[config.mk]
export PLATFORM = sky130hd
export DESIGN_NAME = dht11_report_scheduler
export DESIGN_NICKNAME = d
export VERILOG_FILES = /design/src/rtl/dht11_report_scheduler.sv
export SDC_FILE = /design/constraint.sdc
export NUM_CORES = 1
export LEC_CHECK = 0
export BUFFER_PORTS_ARGS = -buffer_cell sky130_fd_sc_hd__clkbuf_2
export CAP_MARGIN = 15
export CORE_MARGIN = 2
export CORE_UTILIZATION = 50
export DETAILED_ROUTE_END_ITERATION = 8
export GPL_TIMING_DRIVEN = 0
export MAX_ROUTING_LAYER = met4
export PLACE_DENSITY = 0.71
export SETUP_SLACK_MARGIN = 0.1
export SYNTH_ARGS = -nofsm -noshare
export SYNTH_HDL_FRONTEND = slang
export SYNTH_SLANG_ARGS = --single-unit
[constraint.sdc]
create_clock -name clk -period 10.5 [get_ports clk]
set_input_delay 2.1 -clock clk [delete_from_list [all_inputs] [get_ports clk]]
set_output_delay 2.1 -clock clk [all_outputs]
set_load 0.005 [all_outputs]
[src/rtl/dht11_report_scheduler.sv]
// DHT11 read sequencer: triggers reads, formats an ASCII frame, feeds the UART TX.
// Optional RX command decoding ('S' trigger, 'A' auto toggle) under `define RX_CMD_EN.
module dht11_report_scheduler #(
    parameter int CLK_HZ     = 100_000_000,
    parameter int PERIOD_MS  = 2000,
    parameter int TIMEOUT_MS = 50
) (
    input  logic       clk,
    input  logic       rst,
    input  logic       btn_start,
    input  logic       auto_en,
    output logic       dht_start,
    input  logic       dht_done,
    input  logic       dht_err,
    input  logic [7:0] rh_data,
    input  logic [7:0] t_data,
    output logic       tx_start,
    output logic [7:0] tx_data,
    input  logic       tx_busy,
    input  logic       tx_done,
    input  logic [7:0] rx_data,
    input  logic       rx_done,
    output logic       busy,
    output logic       frame_done,
    output logic [7:0] err_cnt,
    output logic [7:0] last_rh,
    output logic [7:0] last_t
);

    localparam int DIV = (CLK_HZ / 1000 < 1) ? 1 : CLK_HZ / 1000;
    localparam int PW  = $clog2(DIV + 1);
    localparam int QW  = $clog2(PERIOD_MS + 1);
    localparam int TW  = $clog2(TIMEOUT_MS + 1);
    localparam logic [PW-1:0] PRE_MAX = PW'(DIV - 1);
    localparam logic [QW-1:0] PER_MAX = QW'(PERIOD_MS - 1);
    localparam logic [TW-1:0] TMO     = TW'(TIMEOUT_MS);

    typedef enum logic [2:0] {
        S_IDLE,
        S_TRIG,
        S_WAIT_DHT,
        S_SEND,
        S_WAIT_TX
    } state_e;

    state_e        state_q, state_d;
    logic [PW-1:0] presc_q, presc_d;
    logic [QW-1:0] per_q, per_d;
    logic [TW-1:0] tmo_q, tmo_d;
    logic          pending_q, pending_d;
    logic [3:0]    idx_q, idx_d;
    logic          ok_q, ok_d;
    logic [7:0]    err_q, err_d;
    logic [7:0]    rh_q, rh_d;
    logic [7:0]    t_q, t_d;
    logic [7:0]    txd_q, txd_d;
    logic          txs_q, txs_d;
    logic          fd_q, fd_d;

    logic          tick;
    logic          wrap;
    logic          take;
    logic          auto_bit;
    logic          rx_req;
    logic [15:0]   rh_asc;
    logic [15:0]   t_asc;
    logic [7:0]    byte_sel;
    logic [3:0]    last_idx;

`ifdef RX_CMD_EN
    logic auto_bit_q;

    assign rx_req   = rx_done && (rx_data == 8'h53);
    assign auto_bit = auto_bit_q;

    // Host 'A' command flips the internal periodic enable
    always_ff @(posedge clk or negedge rst) begin
        if (!rst) begin
            auto_bit_q <= 1'b1;
        end else if (rx_done && (rx_data == 8'h41)) begin
            auto_bit_q <= ~auto_bit_q;
        end
    end
`else
    logic unused_rx;

    assign unused_rx = ^{rx_data, rx_done};
    assign rx_req    = 1'b0;
    assign auto_bit  = 1'b1;
`endif

    // Two-digit ASCII of a value clamped to 99
    function automatic logic [15:0] to_ascii(input logic [7:0] v);
        logic [7:0] c;
        logic [7:0] tens;
        logic [7:0] ones;
        c    = (v > 8'd99) ? 8'd99 : v;
        tens = c / 8'd10;
        ones = c - tens * 8'd10;
        return {8'h30 + tens, 8'h30 + ones};
    endfunction

    assign tick = (presc_q == PRE_MAX);
    assign wrap = tick && (per_q == PER_MAX);
    assign take = (state_q == S_IDLE) && pending_q;

    assign presc_d   = tick ? '0 : presc_q + 1'b1;
    assign per_d     = !tick ? per_q : (wrap ? '0 : per_q + 1'b1);
    assign pending_d = (pending_q && !take) || btn_start || rx_req
                       || (wrap && auto_en && auto_bit);

    // Free-running ms timebase and the single-entry request flag
    always_ff @(posedge clk or negedge rst) begin
        if (!rst) begin
            presc_q   <= '0;
            per_q     <= '0;
            pending_q <= 1'b0;
        end else begin
            presc_q   <= presc_d;
            per_q     <= per_d;
            pending_q <= pending_d;
        end
    end

    assign rh_asc   = to_ascii(rh_q);
    assign t_asc    = to_ascii(t_q);
    assign last_idx = ok_q ? 4'd8 : 4'd4;

    // Current frame byte selected by idx
    always_comb begin
        byte_sel = 8'h0A;
        if (ok_q) begin
            case (idx_q)
                4'd0:    byte_sel = 8'h48;
                4'd1:    byte_sel = rh_asc[15:8];
                4'd2:    byte_sel = rh_asc[7:0];
                4'd3:    byte_sel = 8'h20;
                4'd4:    byte_sel = 8'h54;
                4'd5:    byte_sel = t_asc[15:8];
                4'd6:    byte_sel = t_asc[7:0];
                4'd7:    byte_sel = 8'h0D;
                default: byte_sel = 8'h0A;
            endcase
        end else begin
            case (idx_q)
                4'd0:    byte_sel = 8'h45;
                4'd1:    byte_sel = 8'h52;
                4'd2:    byte_sel = 8'h52;
                4'd3:    byte_sel = 8'h0D;
                default: byte_sel = 8'h0A;
            endcase
        end
    end

    // Sequencer next-state and registered pulse outputs
    always_comb begin
        state_d = state_q;
        idx_d   = idx_q;
        tmo_d   = tmo_q;
        ok_d    = ok_q;
        err_d   = err_q;
        rh_d    = rh_q;
        t_d     = t_q;
        txd_d   = txd_q;
        txs_d   = 1'b0;
        fd_d    = 1'b0;
        case (state_q)
            S_IDLE: begin
                if (pending_q) state_d = S_TRIG;
            end
            S_TRIG: begin
                tmo_d   = '0;
                idx_d   = '0;
                state_d = S_WAIT_DHT;
            end
            S_WAIT_DHT: begin
                if (tick && (tmo_q != TMO)) tmo_d = tmo_q + 1'b1;
                if (dht_done) begin
                    rh_d    = rh_data;
                    t_d     = t_data;
                    ok_d    = 1'b1;
                    state_d = S_SEND;
                end else if (dht_err || (tmo_q == TMO)) begin
                    if (err_q != 8'hFF) err_d = err_q + 8'd1;
                    ok_d    = 1'b0;
                    state_d = S_SEND;
                end
            end
            S_SEND: begin
                if (!tx_busy) begin
                    txs_d   = 1'b1;
                    txd_d   = byte_sel;
                    state_d = S_WAIT_TX;
                end
            end
            S_WAIT_TX: begin
                if (tx_done) begin
                    if (idx_q == last_idx) begin
                        fd_d    = 1'b1;
                        idx_d   = '0;
                        state_d = S_IDLE;
                    end else begin
                        idx_d   = idx_q + 4'd1;
                        state_d = S_SEND;
                    end
                end
            end
            default: state_d = S_IDLE;
        endcase
    end

    // Sequencer state register; reset aborts any frame in flight
    always_ff @(posedge clk or negedge rst) begin
        if (!rst) begin
            state_q <= S_IDLE;
            idx_q   <= '0;
            tmo_q   <= '0;
            ok_q    <= 1'b0;
            err_q   <= '0;
            rh_q    <= '0;
            t_q     <= '0;
            txd_q   <= '0;
            txs_q   <= 1'b0;
            fd_q    <= 1'b0;
        end else begin
            state_q <= state_d;
            idx_q   <= idx_d;
            tmo_q   <= tmo_d;
            ok_q    <= ok_d;
            err_q   <= err_d;
            rh_q    <= rh_d;
            t_q     <= t_d;
            txd_q   <= txd_d;
            txs_q   <= txs_d;
            fd_q    <= fd_d;
        end
    end

    assign dht_start  = (state_q == S_TRIG);
    assign busy       = (state_q != S_IDLE);
    assign tx_start   = txs_q;
    assign tx_data    = txd_q;
    assign frame_done = fd_q;
    assign err_cnt    = err_q;
    assign last_rh    = rh_q;
    assign last_t     = t_q;

endmodule

==> results.json <==
{
  "yosys.area.top_type_share_pct": 36.21,
  "worstSetupEndpoint": "tx_data[7]",
  "drv_slew": 0,
  "design_area_um2": 6018,
  "path_max_fanout": 10,
  "start_util_pct": 51.55,
  "post-cts-setup-buffers": 0,
  "ys_seq_elements": 77,
  "synth_area_um2": 5321,
  "yosys.cell_types.count": 79,
  "synth_most_common_cell": "dfrtp_1",
  "hold_violations": 0,
  "hold-path-cell-count": 2,
  "die_area_um2": 11480,
  "area_growth_pct": 13.10,
  "rrSetupSlack_ns": 5.35,
  "netlist_top_cells_area": "dfrtp_1, ha_1, o21ai_0",
  "drt.antenna.violating_nets": 0,
  "grt_overflow": 0,
  "cellPowerDensity_nw_per_um2": 350.7,
  "required_ns": 10.79,
  "fin_worst_skew_ns": 0.01224,
  "status": "finished clean",
  "dp_hpwl_mm": 8.684,
  "cp-end-kind": "flip-flop",
  "hp-start": "tx_data[7]",
  "io_pins": 69,
  "worst_slew_pin_slew_ns": 0.6949,
  "r2r_end": "tx_data[7]",
  "gp_congestion": 0.9195,
  "cts_max_path_buffers": 2,
  "hp-class": "reg2reg",
  "synth-async-reset-ratio_pct": 100.0,
  "drt_iter0_markers": 284,
  "rsz0062_at_grt": "no",
  "dp.cells": 775,
  "fin_crit_sh_pct": 49.00,
  "setup_tns_ns": 0,
  "grt_max_degree": 48,
  "max_freq_ghz": 0.1944,
  "crit_type": "reg2reg",
  "hold_ws_ns": 0.4852,
  "synth_top_cell_by_area": "dfrtp_1",
  "min_period_ns": 5.145,
  "postPlaceCellArea_um2": 5821,
  "synth-edff-count": 0,
  "first_global_vias": 4285,
  "port_buffers": 59,
  "core.rowCount": 37,
  "cts_sinks": 77,
  "drcViolationCount": 0,
  "wirelength_mm": 11.49,
  "yosys_warnings": 0,
  "worst_setup_path_start_kind": "flip-flop",
  "fp.dieH_um": 107.2,
  "power.leakage_nw": 2.771,
  "grtUsageTotal_pct": 22.33,
  "arrival_ns": 5.43,
  "critical_path.cell_chain": "buf_2 -> nor2b_1 -> nor2b_1 -> o221ai_1 -> a21oi_1 -> inv_1 -> ha_1 -> a2111oi_0 -> or2_2 -> ha_1 -> ha_1 -> inv_1 -> fa_1 -> inv_1 -> ha_1 -> inv_1 -> ha_1 -> o21ai_0 -> o21bai_1 -> a21oi_1 -> xnor2_1 -> o22a_1 -> o21ai_0",
  "fp.dieW_um": 107.2,
  "avgSynthCellArea_um2": 9.206,
  "post_drt_wl_per_cell_um": 14.53,
  "startpoint": "last_t[5]",
  "maxCapViolations": 0,
  "vias": 4402,
  "cts_tree": "built",
  "synth_ff_type": "dfrtp_1",
  "final_cells": 791,
  "final_layout_size_suffix_gt1_share_pct": 18.47,
  "seq_area_frac_synth_pct": 36.21,
  "rr_worst_depth": 23,
  "cts_inserted_buffers": 9,
  "path_clk_slew_ns": 0.09,
  "path_common_cell": "ha_1",
  "nets": 730,
  "htreeDepth": 3,
  "fill_cells": 917,
  "rr_startpoint": "last_t[5]",
  "setup_violations": 0,
  "fp.coreArea_um2": 10320,
  "ctsRootBufferMaster": "clkbuf_8",
  "insertion_delay_ns": 0.36,
  "syn_inst": 578,
  "slew_headroom_pct": 52.48,
  "slowest_stage": "a2111oi_0",
  "drt_first_pass_iters": 4,
  "viasPerCell": 5.565,
  "crit_path_max_incr_delay_ns": 0.65,
  "vdd_ir_drop_max_mv": 0.3266,
  "synthTopCellsByCount": "dfrtp_1, o21ai_0, ha_1",
  "grt_pass1_wl_mm": 20.03,
  "antenna_found_initial": 0,
  "holdBufCountCts": 0,
  "cts_resized": 0,
  "diodes": 0
}
==> critical path: cells and delay by family, from the launching register on <==
kind / cells / cell delay, ns
flip-flops: 1 / 0.41
AO/OA/AOI/OAI: 8 / 1.90
adder cells (fa/ha/maj): 6 / 1.69
XOR/XNOR: 1 / 0.13
buffers and inverters: 5 / 0.40
AND/OR/NAND/NOR: 3 / 0.53
==> per-stage QoR <==
stage	util, %	total power [W]	setup WS (ns)
floorplan	-	0.001535	6.151
global placement	56.09	0.001845	5.420
detailed placement	56.38	0.001871	5.351
CTS	58.30	0.002115	5.300
global route	58.30	0.002342	4.928
finish	58.30	0.002110	5.355
==> power breakdown <==
part / switching [W] / internal, W / leakage [nW] / total, W
clock network: 0.000121 / 0.000111 / 0.0996 / 0.000232
registers: 0.0000623 / 0.000361 / 0.993 / 0.000423
logic: 0.000785 / 0.000671 / 1.68 / 0.00146
total: 0.000968 / 0.00114 / 2.77 / 0.00211
==> area by class of cell <==
cell class | count | area [um2] | share of cell area, %
repair buffers | 60 | 325.3 | 5.405
clock inverters | 7 | 73.82 | 1.227
multi-input cells | 437 | 3114 | 51.75
plain buffers | 22 | 122.6 | 2.037
flip-flops and latches | 77 | 1927 | 32.02
inverters | 43 | 161.4 | 2.682
clock buffers | 9 | 123.9 | 2.058
well taps | 136 | 170.2 | 2.827
==> cells by family (layout without fill, tap and decap cells) <==
| group | count (synthesis) | in the layout | share of synthesized area (%) |
|---|---|---|---|
| compound gates | 141 | 141 | 17.14 |
| buf+inv | 65 | 141 | 5.337 |
| xor+xnor | 40 | 40 | 6.583 |
| flops | 77 | 77 | 36.21 |
| other cells | 1 | 2 | 0.07047 |
| mux | 18 | 18 | 3.621 |
| fa+ha+maj | 48 | 48 | 11.80 |
| simple gates | 188 | 188 | 19.23 |
==> state kept, by name, summed over array words and instances (netlist names), 4 cells and up <==
signal / cells
tx_data: 8
tmo_q: 6
per_q: 11
last_t: 8
err_cnt: 8
last_rh: 8
presc_q: 17
idx_q: 4
==> cells in the final DEF, fill, tap and decap left out, types with 3 or more instances in the layout <==
master / count
dfrtp_1: 77
clkbuf_2: 59
o21ai_0: 49
ha_1: 43
inv_1: 42
nor2_1: 42
nand2_1: 42
a21oi_1: 26
xnor2_1: 24
nand3_1: 21
xor2_1: 16
nor3_1: 13
buf_2: 10
and2_1: 10
nor2b_1: 10
mux2_2: 10
clkbuf_8: 9
mux2i_1: 8
a21o_1: 8
clkbuf_1: 7
nand2b_1: 7
a211oi_1: 7
nand4_1: 7
o21bai_1: 6
a31oi_1: 6
or3_1: 5
o31ai_1: 5
or2_2: 4
fa_1: 4
buf_6: 3
a32oi_1: 3
nand4b_1: 3
a311oi_1: 3
==> metal layers <==
layer	GRT usage [%]	part of all wire, %	vias to the layer above
met5	-	0	-
met4	9.740	1.8	0
met3	3.587	3.9	15
met1	29.41	47	2102
met2	34.13	48	85
li1	-	-	2200
==> worst min-delay path by stage <==
stage	endpoint	slack, ns
detailed placement	per_q[9]	0.47
global route	tx_data[7]	0.53
global placement	tx_data[7]	0.47
finish	tx_data[7]	0.49
CTS	per_q[9]	0.49
floorplan	per_q[9]	0.44
No activity file was read; power rests on OpenSTA's default activity.
